`src/rtl/memsplit_master.sv`:
```
// memsplit_master: single-outstanding initiator for the split request/response bus
// Ports: clk_i/rst_i (sync active-high); cmd_* valid/ready command in;
// rsp_* one-cycle completion pulse with read data and timeout flag; bus_* request out, ack/resp/rdata in.
module memsplit_master #(
  parameter int BUS_TIMEOUT = 1024,
  localparam int CNT_W = $clog2(BUS_TIMEOUT + 1)
) (
  input  logic        clk_i,
  input  logic        rst_i,
  input  logic        cmd_valid_i,
  output logic        cmd_ready_o,
  input  logic        cmd_we_i,
  input  logic [31:0] cmd_addr_bi,
  input  logic [3:0]  cmd_be_bi,
  input  logic [31:0] cmd_wdata_bi,
  output logic        rsp_valid_o,
  output logic        rsp_err_o,
  output logic [31:0] rsp_rdata_bo,
  output logic        bus_req_o,
  output logic        bus_we_o,
  output logic [31:0] bus_addr_bo,
  output logic [3:0]  bus_be_bo,
  output logic [31:0] bus_wdata_bo,
  input  logic        bus_ack_i,
  input  logic        bus_resp_i,
  input  logic [31:0] bus_rdata_bi
);
  typedef enum logic [1:0] {IDLE, REQ, RESP} state_t;
  state_t state, state_n;
  logic [CNT_W-1:0] cnt, cnt_n;
  logic req_n, we_n, vld_n, err_n, rd_hit, done, tout;
  logic [31:0] addr_n, wdata_n, rdata_n;
  logic [3:0] be_n;
  assign cmd_ready_o = state == IDLE;
  always_comb begin
    rd_hit = (state == REQ && bus_ack_i && !bus_we_o && bus_resp_i) || (state == RESP && bus_resp_i);
    done = rd_hit || (state == REQ && bus_ack_i && bus_we_o);
    // completing on the threshold cycle wins over the timeout
    tout = state != IDLE && cnt == CNT_W'(BUS_TIMEOUT - 1) && !done;
    state_n = state;
    cnt_n = state == IDLE ? '0 : cnt + CNT_W'(1);
    req_n = bus_req_o;
    we_n = bus_we_o;
    addr_n = bus_addr_bo;
    be_n = bus_be_bo;
    wdata_n = bus_wdata_bo;
    vld_n = 1'b0;
    err_n = rsp_err_o;
    rdata_n = rsp_rdata_bo;
    if (state == IDLE && cmd_valid_i) begin
      state_n = REQ;
      req_n = 1'b1;
      we_n = cmd_we_i;
      addr_n = cmd_addr_bi;
      be_n = cmd_be_bi;
      wdata_n = cmd_wdata_bi;
    end else if (done || tout) begin
      state_n = IDLE;
      req_n = 1'b0;
      vld_n = 1'b1;
      err_n = tout;
      rdata_n = rd_hit ? bus_rdata_bi : '0;
    end else if (state == REQ && bus_ack_i) begin
      state_n = RESP;
      req_n = 1'b0;
    end
  end
  always_ff @(posedge clk_i) begin
    if (rst_i) begin
      state <= IDLE;
      cnt <= '0;
      bus_req_o <= 1'b0;
      bus_we_o <= 1'b0;
      bus_addr_bo <= '0;
      bus_be_bo <= '0;
      bus_wdata_bo <= '0;
      rsp_valid_o <= 1'b0;
      rsp_err_o <= 1'b0;
      rsp_rdata_bo <= '0;
    end else begin
      state <= state_n;
      cnt <= cnt_n;
      bus_req_o <= req_n;
      bus_we_o <= we_n;
      bus_addr_bo <= addr_n;
      bus_be_bo <= be_n;
      bus_wdata_bo <= wdata_n;
      rsp_valid_o <= vld_n;
      rsp_err_o <= err_n;
      rsp_rdata_bo <= rdata_n;
    end
  end
endmodule

```
`config.mk`:
```
export PLATFORM = sky130hd
export DESIGN_NAME = memsplit_master
export DESIGN_NICKNAME = d
export VERILOG_FILES = /design/src/rtl/memsplit_master.sv
export SDC_FILE = /design/constraint.sdc
export NUM_CORES = 1
export LEC_CHECK = 0
export CAP_MARGIN = 10
export CORE_MARGIN = 1.5
export CORE_UTILIZATION = 39
export CTS_CLUSTER_SIZE = 10
export DETAILED_ROUTE_END_ITERATION = 7
export GPL_TIMING_DRIVEN = 0
export PLACE_DENSITY = 0.87
export RECOVER_POWER = 25
export REMOVE_ABC_BUFFERS = 1
export SYNTH_ARGS = -nofsm -noshare
export SYNTH_HDL_FRONTEND = slang
export SYNTH_SLANG_ARGS = --single-unit
```
`constraint.sdc`:
```
create_clock -name clk_i -period 2.25 [get_ports clk_i]
set_clock_uncertainty 0.2 [all_clocks]
set_input_delay 0.3375 -clock clk_i [delete_from_list [all_inputs] [get_ports clk_i]]
set_output_delay 0.3375 -clock clk_i [all_outputs]
set_load 0.05 [all_outputs]
```
==> metrics.md <==
| Metric | Value |
|---|---|
| CP Max Fanout | `2` |
| GRT overflow | `0` |
| Setup TNS | `0 ns` |
| Clk pwr share | `0.438` |
| Worst-skew pair later-pin latency | `0.50 ns` |
| P&R area growth vs syn | `68.4%` |
| Hold slack | `0.101 ns` |
| Max Freq | `453 MHz` |
| Cells after synthesis | `443` |
| Fraction of registers with async set or reset after synthesis | `0` |
| DR DRC count | `0` |
| Peak supply drop | `0.597 mV` |
| Layout Cells excl Fill | `795` |
| Relative slew slack | `0.469` |
| Worst R2R Start | `cnt[0]$_SDFF_PP0_` |
| Diode count | `0` |
| Status | `completed` |
| Leading area contributor after synthesis | `dfxtp_1` |
| Number of synthesized register bits | `116` |
| Dominant cells by area after synthesis | `dfxtp_1 58%, nand2_1 13%, a21oi_1 9.2%, a22o_1 7.0%, clkbuf_1 2.0%` |
| DR vias | `3813` |
| Initial core utilization | `0.404` |
| CP peak stage delay | `0.83 ns` |
| Hold Path Depth | `2` |
| Rows | `36` |
| CP bufs+invs | `1` |
| Max-slew violations | `0` |
| Worst EP arrival | `1.67 ns` |
| Commonest cells in the netlist | `143 x nand2_1, 116 x dfxtp_1, 73 x a21oi_1` |
| Flop-to-flop setup slack | `0.18 ns` |
| R2R depth | `7` |
| WL per Instance | `14.2 µm` |
| Total power | `6.04 mW` |
| PortBufs | `210` |
| Initial antenna violation count | `0` |
| RR Endpoint | `rsp_rdata_bo[1]$_SDFFE_PP0P_` |
| Post-synth EDFFs | `0` |
| Multi-input gate area | `1530 µm²` |
| Detailed-placement wirelength estimate | `8.09 mm` |
| Post-layout min period | `2.21 ns` |
| Sequential power share | `0.372` |
| Crit path cell chain | `clkdlybuf4s50_1` |
| GR peak layer | `met2` |
| Seq/Total Area, Yosys | `0.583` |
| Top delay family on crit path | `buffers and inverters` |
| Chip width | `104 µm` |
| Overall fraction of global-route tracks in use | `0.208` |
| TritonCTS Buffers | `17` |
| Total Wirelength | `11.3 mm` |
| Net Switching | `1.72 mW` |
| Die Span Y | `104 µm` |
| CTS clk-pin slew, worst paths | `0.06 ns` |
| CTS Sinks | `116` |
| Core area | `9860 µm²` |
| CTS HTree Levels | `4` |
| Sw Ratio | `0.285` |
| Largest net degree at the start of global routing | `51` |
| Mean post-synth cell area | `9.00 µm²` |
| Hold Crit Start | `rst_i` |
| Total placed cells including tap cells | `761` |
| # setup viols final | `0` |
| Die area | `10800 µm²` |
| FF/Latch Area | `2320 µm²` |
| Worst-margin pin slew | `0.794 ns` |
| Slowest stage cell, crit path | `clkdlybuf4s50_1` |
| Synth top area share | `0.583` |
| Critical path class | `reg -> out` |
| Worst Setup End Kind | `primary output` |
| Hold Path Class | `in -> reg` |
| GR Util met1 | `0.231` |
| Pwr Density | `900 nW/µm²` |
| Vias in the first global route | `3787` |
| Combinational share of power | `0.190` |
| Met2 usage | `0.359` |
| Clock buffer depth | `2` |
| Startpoint types | `register` |
| Final Hold Viols | `0` |
| Fin crit share | `0.981` |
| Drt first-iter violations | `136` |
| Lkg Pwr | `2.61 nW` |
| Ys Warns | `0` |
| First-pass GRT wire length | `18.1 mm` |
| Post-synthesis cell type count | `33` |
| Cell-internal power | `4.32 mW` |
| Ys flop type | `dfxtp_1` |
| Hold Path End | `rsp_valid_o$_SDFF_PP0_` |
| Max cap viols | `0` |
| Vias per cell | `4.80` |
| Fill cells | `767` |
| ANT nets after route | `0` |
| Gpl congestion | `0.774` |
| Root Buffer | `clkbuf_8` |
| Synthesized area | `3990 µm²` |
| Req. time, crit path | `1.71 ns` |
| Final #Nets | `756` |
| Grt met3 use | `0.0670` |
| I/O Pins | `211` |
| TritonCTS clock tree | `done` |
| Drt first pass iters | `4` |
| Proportion of layout cells with a drive suffix above 1 | `0.0725` |
| Top-count cell post-synth | `nand2_1` |
[power groups by stage]
| stage | Sequential, mW | Combinational [mW] | Clock, mW |
|---|---|---|---|
| global route | 2.26 | 1.21 | 2.81 |
| CTS | 2.24 | 1.18 | 2.69 |
| detailed placement | 2.29 | 1.17 | 0 |
| finish | 2.24 | 1.15 | 2.65 |
| floorplan | 2.69 | 0.236 | 0 |
| global placement | 2.28 | 1.14 | 0 |
[cells in the final DEF (no fill, tap or decap), types with 5 or more instances in the layout]
cell	synthesis	layout
a21oi_1	73	73
a22o_1	32	32
clkbuf_1	21	17
clkbuf_16	0	16
clkdlybuf4s50_1	0	182
clkinv_2	0	5
clkinvlp_4	0	5
dfxtp_1	116	116
dlygate4sd2_1	0	5
dlymetal6s2s_1	0	5
nand2_1	143	143
nor2_1	11	11
xnor2_1	5	5
[state kept, by name, summed over array words and instances (netlist names)]
| register | flops |
|---|---|
| rsp_err_o | 1 |
| bus_addr_bo | 32 |
| cnt | 11 |
| rsp_valid_o | 1 |
| bus_wdata_bo | 32 |
| state | 2 |
| bus_be_bo | 4 |
| bus_we_o | 1 |
| rsp_rdata_bo | 32 |
[what timing repair did]
action                                  CTS  global route
resized for setup                         5            23
endpoints found under the setup margin   39            39
pin swaps                                 1             1
hold buffers                              0             0
setup buffers                             2             0
[per-layer routing]
layer	vias up	wire length [µm]
li1	1899	-
met1	1768	4600
met2	130	5780
met3	16	657
met4	0	261
met5	-	0
[worst max-delay path by stage]
stage                                              from                            end  slack [ns]  cells past startpoint
after floorplan                   state[0]$_SDFFE_PP0P_   rsp_rdata_bo[0]$_SDFFE_PP0P_       -1.00                      3
after global placement                            rst_i  rsp_rdata_bo[22]$_SDFFE_PP0P_       -3.60                      3
after detailed placement                      bus_ack_i          state[0]$_SDFFE_PP0P_       -0.42                      6
after CTS                   bus_addr_bo[3]$_SDFFE_PP0P_                 bus_addr_bo[3]       0.008                      1
after global routing       rsp_rdata_bo[5]$_SDFFE_PP0P_                rsp_rdata_bo[5]     -0.0004                      1
final                     rsp_rdata_bo[28]$_SDFFE_PP0P_               rsp_rdata_bo[28]        0.04                      1
[logic make-up (layout without fill, tap and decap cells)]
group	count (synthesis)	after routing	synth area share
buf+inv	32	251	0.0374
compound gates	112	112	0.180
flops	116	116	0.583
xor+xnor	7	7	0.0154
simple gates	175	175	0.181
fa+ha+maj	1	1	0.00314
[per-stage QoR]
stage / worst slack [ns] / cell area (µm²) / util
2_1_floorplan: -1.00 / 3840 / -
3_3_place_gp: -3.60 / 6110 / 0.620
3_5_place_dp: -0.422 / 6200 / 0.629
4_1_cts: 0.00769 / 6800 / 0.689
5_1_grt: -0.000408 / 6710 / 0.680
6_report: 0.0438 / 6710 / 0.680
[area by class of cell]
| class | instances | share of cell area |
|---|---|---|
| multi-input cells | 295 | 0.228 |
| flip-flops and latches | 116 | 0.346 |
| clock buffers | 18 | 0.0638 |
| well taps | 133 | 0.0248 |
| repair buffers | 217 | 0.313 |
| clock inverters | 14 | 0.0240 |
| inverters | 2 | 0.00112 |
Power figures use the tool's default switching activity.
